`src/rtl/rsa_pkg.sv`:
```
// Shared definitions for the RSA byte-stream driver: default operand width,
// block size in bytes and the driver state encoding.
package rsa_pkg;

    localparam int BUS_WIDTH_DEFAULT = 256;
    localparam int BYTES_PER_BLOCK   = BUS_WIDTH_DEFAULT / 8;

    typedef enum logic [2:0] {
        ST_LOAD,
        ST_CHECK,
        ST_START,
        ST_ARM,
        ST_WAIT,
        ST_CAPTURE,
        ST_EMIT,
        ST_ZFILL
    } drv_state_t;

endpackage

```
`src/rtl/rsa_byte_shifter.sv`:
```
// WIDTH-bit register with parallel load and a left shift by one byte,
// used both to pack the message and to serialize the result.
module rsa_byte_shifter #(
    parameter int WIDTH = 256
) (
    input  logic             clk,
    input  logic             reset,
    input  logic             load,
    input  logic [WIDTH-1:0] load_data,
    input  logic             shift,
    input  logic [7:0]       shift_in,
    output logic [WIDTH-1:0] q
);

    // NOTE: non-blocking assignment keeps every register update in this clock
    // edge ordered correctly against the readers of q in other processes.
    always_ff @(posedge clk) begin
        if (reset) begin
            // NOTE: the wide data register is reset too, so a reset discards any
            // partially packed block or captured result instead of leaking it.
            q <= '0;
        end else if (load) begin
            q <= load_data;
        end else if (shift) begin
            q <= {q[WIDTH-9:0], shift_in};
        end
    end

endmodule

```
`src/rtl/rsa_stream_driver.sv`:
```
// Byte-stream front end for the modular exponentiation engine: packs bytes,
// starts the engine, waits for a fresh result and serializes it back out.
// Optional range check enabled by defining RSA_DRV_RANGE_CHECK_EN.
module rsa_stream_driver
    import rsa_pkg::*;
#(
    parameter int BUS_WIDTH = BUS_WIDTH_DEFAULT
) (
    input  logic                 clk,
    input  logic                 reset,
    input  logic [7:0]           in_data,
    input  logic                 in_valid,
    output logic                 in_ready,
    input  logic [BUS_WIDTH-1:0] key_e,
    input  logic [BUS_WIDTH-1:0] key_n,
    output logic [BUS_WIDTH-1:0] eng_m,
    output logic [BUS_WIDTH-1:0] eng_e,
    output logic [BUS_WIDTH-1:0] eng_n,
    output logic                 eng_ready,
    input  logic                 eng_valid,
    input  logic [BUS_WIDTH-1:0] eng_out,
    output logic [7:0]           out_data,
    output logic                 out_valid,
    input  logic                 out_ready,
    output logic                 busy,
    output logic                 err
);

    localparam int NBYTES = BUS_WIDTH / 8;
    localparam int CNT_W  = $clog2(NBYTES);
    localparam logic [CNT_W-1:0] LAST_BYTE = CNT_W'(NBYTES - 1);

    drv_state_t           state;
    logic [CNT_W-1:0]     cnt;
    logic [BUS_WIDTH-1:0] out_shreg;
    logic                 in_fire;
    logic                 out_fire;
    logic                 out_load;
    logic [BUS_WIDTH-1:0] out_load_data;

    assign in_ready = (state == ST_LOAD) && !reset;
    assign in_fire  = in_ready && in_valid;
    assign out_fire = out_valid && out_ready;
    assign busy     = (state != ST_LOAD);
    assign out_data = out_shreg[BUS_WIDTH-1 -: 8];

    // NOTE: every signal written here gets a default first, so no path leaves
    // it unassigned and no latch is inferred.
    always_comb begin
        out_load      = (state == ST_CAPTURE);
        out_load_data = eng_out;
`ifdef RSA_DRV_RANGE_CHECK_EN
        if (state == ST_CHECK && !(eng_m < eng_n)) begin
            out_load      = 1'b1;
            out_load_data = '0;
        end
`endif
    end

    rsa_byte_shifter #(.WIDTH(BUS_WIDTH)) u_in_shifter (
        .clk       (clk),
        .reset     (reset),
        .load      (1'b0),
        .load_data ('0),
        .shift     (in_fire),
        .shift_in  (in_data),
        .q         (eng_m)
    );

    rsa_byte_shifter #(.WIDTH(BUS_WIDTH)) u_out_shifter (
        .clk       (clk),
        .reset     (reset),
        .load      (out_load),
        .load_data (out_load_data),
        .shift     (out_fire),
        .shift_in  (8'h00),
        .q         (out_shreg)
    );

    always_ff @(posedge clk) begin
        if (reset) begin
            state     <= ST_LOAD;
            cnt       <= '0;
            eng_ready <= 1'b0;
            eng_e     <= '0;
            eng_n     <= '0;
            out_valid <= 1'b0;
`ifdef RSA_DRV_RANGE_CHECK_EN
            err       <= 1'b0;
`endif
        end else begin
            eng_ready <= 1'b0;
            case (state)
                ST_LOAD: begin
                    if (in_fire) begin
                        cnt <= cnt + 1'b1;
                        if (cnt == LAST_BYTE) begin
                            eng_e <= key_e;
                            eng_n <= key_n;
`ifdef RSA_DRV_RANGE_CHECK_EN
                            state <= ST_CHECK;
`else
                            state     <= ST_START;
                            eng_ready <= 1'b1;
`endif
                        end
                    end
                end
`ifdef RSA_DRV_RANGE_CHECK_EN
                ST_CHECK: begin
                    // A zero modulus also fails this compare and is zero-filled.
                    if (eng_m < eng_n) begin
                        state     <= ST_START;
                        eng_ready <= 1'b1;
                    end else begin
                        state     <= ST_ZFILL;
                        out_valid <= 1'b1;
                        err       <= 1'b1;
                    end
                end
`endif
                ST_START: state <= ST_ARM;
                // The previous block's completion may still be asserted here.
                ST_ARM: if (!eng_valid) state <= ST_WAIT;
                ST_WAIT: if (eng_valid) state <= ST_CAPTURE;
                ST_CAPTURE: begin
                    state     <= ST_EMIT;
                    out_valid <= 1'b1;
                end
                ST_EMIT, ST_ZFILL: begin
                    if (out_fire) begin
                        cnt <= cnt + 1'b1;
                        if (cnt == LAST_BYTE) begin
                            out_valid <= 1'b0;
                            state     <= ST_LOAD;
                        end
                    end
                end
                default: state <= ST_LOAD;
            endcase
        end
    end

`ifndef RSA_DRV_RANGE_CHECK_EN
    assign err = 1'b0;
`endif

endmodule

```
`config.mk`:
```
export PLATFORM = sky130hd
export DESIGN_NAME = rsa_stream_driver
export DESIGN_NICKNAME = d
export VERILOG_FILES = /design/src/rtl/rsa_pkg.sv /design/src/rtl/rsa_byte_shifter.sv /design/src/rtl/rsa_stream_driver.sv
export SDC_FILE = /design/constraint.sdc
export NUM_CORES = 2
export LEC_CHECK = 0
export ABC_AREA = 1
export CAP_MARGIN = 20
export CORE_AREA = 2 2 617 619
export CTS_BUF_LIST = sky130_fd_sc_hd__clkbuf_16
export DETAILED_ROUTE_END_ITERATION = 12
export DIE_AREA = 0 0 619 621
export SYNTH_ARGS = -nofsm -noshare
export SYNTH_HDL_FRONTEND = slang
export SYNTH_SLANG_ARGS = --single-unit
```
`constraint.sdc`:
```
create_clock -name clk -period 5.2 [get_ports clk]
set_clock_uncertainty 0.05 [all_clocks]
set_input_delay 0.52 -clock clk [delete_from_list [all_inputs] [get_ports clk]]
set_output_delay 0.52 -clock clk [all_outputs]
set_load 0.1 [all_outputs]
```
## After elaboration in Yosys (flattened, before gate mapping)

Cells that the tools add are included.

| storage, ports and cells | value |
|---|---|
| register bits | 1034 |
| input port bits | 781 |
| output and inout port bits | 781 |
| word-level logic and storage cells | 55 |

| operators by class | value |
|---|---|
| $add $sub $neg | 1 |
| eq/ne operators | 13 |
| multiplexer cells | 16 |
| bitwise logic cells | 2 |
| reductions and logical operators | 15 |

Operators with widths:

| operator | number |
|---|---|
| $mux W256 | 2 |
| $mux W3 | 6 |
| $pmux W3 S6 | 1 |
| $eq A3 B3 Y1 const B | 4 |
| $mux W5 | 2 |
| $ne A2 B2 Y1 const B | 5 |
| $pmux W5 S2 | 1 |
| $reduce_and A3 Y1 | 3 |
| $eq A3 B2 Y1 const B | 2 |
| $reduce_and A6 Y1 | 1 |
| $reduce_bool A2 Y1 | 3 |
| $add A5 B1 Y5 const B | 1 |
| $eq A5 B5 Y1 const B | 1 |
| $logic_and A1 B1 Y1 | 3 |
| $logic_not A3 Y1 | 1 |
| $mux W1 | 3 |
| $reduce_bool A3 Y1 | 1 |
| $reduce_or A3 Y1 | 1 |
| $ne A2 B1 Y1 const B | 1 |
| $not A1 Y1 | 2 |
| $pmux W1 S2 | 1 |
| $reduce_or A2 Y1 | 1 |
| $logic_not A1 Y1 | 1 |

## Longest topological paths before layout

| depth | value |
|---|---|
| depth in word-level cells | 5 |
| depth in mapped cells | 11 |
| depth with buffers taken out | 11 |

## Cells and area by module

A second synthesis with hierarchy kept.

| second synthesis, totals | value |
|---|---|
| cell total of the unflattened synthesis | 6187 |
| area total of the unflattened synthesis | 42842.3 µm² |

By module, submodules not included:

| module | times used | cells an instance | area an instance (µm²) | seq. area each (µm²) |
|---|---|---|---|---|
| rsa_byte_shifter | 2 | 1939 | 12386.9 | 5124.9 |
| rsa_stream_driver | 1 | 2309 | 18068.6 | 10450.0 |

## Least setup slack after synthesis

Ideal clock, no wire load.

| timing | value |
|---|---|
| kind | reg-to-output |
| start point | register state[2] |
| end point | output port in_ready |
| arrival | 2644 ps |
| required time | 4630 ps |
| setup slack | 1986 ps |
| stages on the path, launching flop included | 4 |
| path buffers | 0 |
| path through | dfxtp_1 > nor2_2 > nand2_1 > nor2_1 |

| between the ends | value |
|---|---|
| cells in the longest elaborated chain, start to end | 2 |

Ends and longest elaborated chain:

| element | line | RTL |
|---|---|---|
| start, declared | rsa_stream_driver.sv:33 | `drv_state_t state;` |
| start signal, assigned | rsa_stream_driver.sv:82 | `state <= ST_LOAD;` |
| start signal, assigned | rsa_stream_driver.sv:103 | `state <= ST_START;` |
| start signal, assigned | rsa_stream_driver.sv:122 | `ST_START: state <= ST_ARM;` |
| $logic_not A3 Y1 | rsa_stream_driver.sv:41 | `assign in_ready = (state == ST_LOAD) && !reset;` |
| $logic_and A1 B1 Y1 | rsa_stream_driver.sv:41 |  |
| end, declared | rsa_stream_driver.sv:13 | `output logic in_ready,` |

No other way between the ends.

## Final worst setup path

| timing | value |
|---|---|
| start point | register state[0] |
| end point | output port busy |

| between the ends | value |
|---|---|
| cells in the longest elaborated chain, start to end | 1 |

Ends and longest elaborated chain:

| element | line | RTL |
|---|---|---|
| $reduce_bool A3 Y1 | rsa_stream_driver.sv:44 | `assign busy = (state != ST_LOAD);` |
| end, declared | rsa_stream_driver.sv:25 | `output logic busy,` |

No other way between the ends.

==> run summary <==
Before antenna repair, the detailed router went through 5 iterations. In the synthesized netlist, the cells that appear most often are 1043 x sky130_fd_sc_hd__nor2_1, 1034 x sky130_fd_sc_hd__dfxtp_1, 959 x sky130_fd_sc_hd__nand2_1. The number of hold buffers added after CTS was 0. TritonCTS built the clock tree. The actual slew at the worst max-slew pin works out to 1210 ps. The die is 619 um wide.

By area the synthesized netlist is led by sky130_fd_sc_hd__dfxtp_1 56%, sky130_fd_sc_hd__nor2_1 11%, sky130_fd_sc_hd__nand2_1 9.7%. The run gives 0 as the final hold violation count. The average instance in the mapped netlist occupies 7.72 um2. The switching component of the power came out at 4730 uW. The CTS H-tree depth was 4. The count of buffering cells on the critical path with inverters included came out at 1.

In the routed layout, each cell is associated on average with a via count of 3.49. For this design the ratio of total power to cell area is 307 nW/um2. The final layout contains routed wiring with a total length of 297000 um. For this design the top-level I/O count stands at 1562. The most used flip-flop cell after synthesis is sky130_fd_sc_hd__dfxtp_1. Setup violations remaining at the end of the flow were counted as 0. The number of cells upsized or downsized after cts was 0.

The switching part of the total came out at 24.5%. Among all cell types in the netlist, the one instantiated most often is sky130_fd_sc_hd__nor2_1. The weighted congestion at the end of routability-driven global placement came out at 0.909. Data on the critical path is required at its endpoint by 4630 ps. The detailed router placed 39800 vias in this run.

For the total global routing track utilization, the log shows 14.8%. The critical path is of the reg -> out type. The final critical-path share of the clock period came out at 74.9%. Normalized max-slew margin: 18.9%. The logs give 6.1% for the share of power burned in combinational logic and 202 uV for the worst vdd rail ir drop. The flow ran to the end, and the final reports show no timing, DRC or antenna violations. The worst-skew pair later-pin latency is 820 ps, and the share of power burned in registers is 41.3%.

Final-report max-slew violation count: 0. Gate family responsible for the most delay along the worst path: buffers and inverters. The count of nets left with antenna violations once routing finished came out at 0. Core box area: 378000 um2. Number of synthesized flops with an enable pin: 0.

Dividing the detail-routed wire length by the instance count gives 26.0 um. Floorplan row count: 226. The register clock-pin slew on the reported worst setup and hold paths was 80 ps. When the netlist entered floorplanning its net count stood at 5609. In this run the worst hold path is classified as in -> reg.

STA puts the critical path data arrival time at 3330 ps. Across the run, the number of max-cap violations was 0. The initial antenna violation count came out at 236. Setup repair after global routing left no endpoint under its margin. Kind of capture point of the worst setup path: a primary output.

The maximum number of pins on one net before global-route repair is 199, and the total of flip-flops plus latches after synthesis is 1034. For the warning count from the yosys run, the log shows 0. In this run the cell area of the synthesized design comes to 37200 um2.

In this run the worst path has a maximum fanout of 13. Detailed placement HPWL: 246000 um. The total overflow left after global routing is 0.

In this run the clock root is driven by a sky130_fd_sc_hd__clkbuf_16. Clock tree synthesis inserted a total of 139 buffers. The number of remaining DRC errors was 0. During placement, the flow inserted port buffers numbering 1560. In the synthesized netlist the async set-or-reset flop fraction comes to 0%. Traced cell by cell, the critical path runs through nor2_2 -> nand2_1 -> clkdlybuf4s50_1. The initial utilization of the core area, before any placement, comes to 9.86%. STA classifies the critical path startpoint as a flip-flop. The via count of the first global-routing pass is 37600. The overall die height is 621 um. For the count of mapped cells out of synthesis, the log shows 4826. The first routing iteration left 3301 violations. Internal power comes to 14500 uW.

The tools report the number of sinks driven by the clock tree as 1034. The time the worst path needs with I/O delays and setup is 3900 ps. Layout overhead on the synthesized area: 68.6%. Cell accounting for the most synthesized area: sky130_fd_sc_hd__dfxtp_1.

The clock network burns 52.5% of the power. For this run, the top clock speed supported by timing is 257 MHz. Setup total negative slack on the finished layout was measured at 0 ps. The sequential fraction of the synthesis area came out at 55.6%. After the last flow step, the layout net total stands at 6996. The leakage power came out at 0.0237 uW. Of the post-synthesis cell area, the dominant cell type holds 55.6%. The biggest cell delay along the critical path is 1280 ps, and the floorplan die area is 384000 um2.

In the final layout, the share of cells above drive strength 1 is 7.70%. In this run the post-CTS setup repair buffer count came out at 0. The first global-routing pass estimated 379000 um of wire. The highest-delay cell along the critical path was sky130_fd_sc_hd__clkdlybuf4s50_1. The completed layout was analyzed and its total power is 19300 uW.

The logs give 4 for the maximum buffer depth of the clock tree and 42900 for the filler cell count in the final layout. Counting distinct cell types in the post-synthesis netlist gives 23.
==> worst min-delay path, delay by kind of cell <==
family / cells / cell delay [ps]
AND/OR/NAND/NOR: 2 / 150
buffers and inverters: 1 / 400
==> cell type report <==
| cell class | instances | area (um2) | area share, % |
|---|---|---|---|
| Inverter | 35 | 159 | 0.253 |
| Clock inverter | 95 | 1020 | 1.62 |
| Clock buffer | 144 | 3600 | 5.74 |
| Timing Repair Buffer | 1650 | 16200 | 25.7 |
| Multi-Input combinational cell | 3353 | 14600 | 23.3 |
| Tap cell | 5016 | 6280 | 10.0 |
| Antenna cell | 82 | 205 | 0.327 |
| Sequential cell | 1034 | 20700 | 33.0 |
==> registers in the layout, indices dropped and copies added, names as in the netlist <==
| register | cells |
|---|---|
| cnt | 5 |
| eng_e | 256 |
| eng_n | 256 |
| eng_ready | 1 |
| out_valid | 1 |
| state | 3 |
| u_in_shifter.q | 256 |
| u_out_shifter.q | 256 |
==> worst paths after layout <==
path                                                        from                          endpoint  slack, ps  cells after the start
worst max-delay path                       state[0]$_SDFFE_PP0P_                              busy       1300                      3
worst max register to register               cnt[0]$_SDFFE_PP0P_           eng_n[183]$_SDFFE_PP0P_       2190                     10
worst min-delay path                                  key_e[163]           eng_e[163]$_SDFFE_PP0P_        210                      3
worst min register to register  u_in_shifter.q[134]$_SDFFE_PP0N_  u_in_shifter.q[142]$_SDFFE_PP0N_        380                      2
==> cells in the final DEF, fill, tap and decap left out, drive strengths merged, types with 4 or more instances in the layout <==
master | Yosys | layout
a21oi | 30 | 30
a31oi | 247 | 247
buf | 184 | 276
bufinv | 0 | 19
clkbuf | 220 | 146
clkdlybuf4s50 | 0 | 1372
clkinv | 1 | 43
clkinvlp | 0 | 4
dfxtp | 1034 | 1034
diode | 0 | 82
inv | 34 | 64
nand2 | 959 | 959
nand3 | 265 | 265
nor2 | 1045 | 1045
o21ai | 799 | 799
==> cell families after synthesis <==
family / Yosys count / synth area share, %
xor+xnor: 2 / 0.0471
simple gates: 2271 / 23.9
other cells: 1 / 0.0101
buf+inv: 439 / 5.10
flops: 1034 / 55.6
fa+ha+maj: 2 / 0.0672
compound gates: 1077 / 15.3
==> metrics by stage <==
stage	instances	hold slack, ps	util (%)	setup WS, ps	cell area, um2
2_1_floorplan	4826	385	-	1990	37200
3_3_place_gp	11100	401	15.3	1840	57800
3_5_place_dp	11100	407	15.3	1800	57900
4_1_cts	11300	80.3	16.6	1240	62500
5_1_grt	11400	154	16.6	1200	62700
6_report	11400	215	16.6	1300	62800
==> layer usage <==
metal | GRT usage [%] | routed length [um] | up-vias
li1 | - | - | 18800
met4 | 5.99 | 12800 | 110
met3 | 8.24 | 38100 | 558
met5 | 0 | 701 | -
met2 | 23.8 | 134000 | 1687
met1 | 16.0 | 111000 | 18700
==> power by group through the flow <==
stage	clock, uW	sequential, uW	combinational, uW
floorplan	0	8260	227
global placement	0	8140	1190
detailed placement	0	8140	1190
CTS	10400	7960	1190
global route	10700	7960	1250
finish	10100	7960	1180
Note: power is estimated with default switching activity, not from simulation.
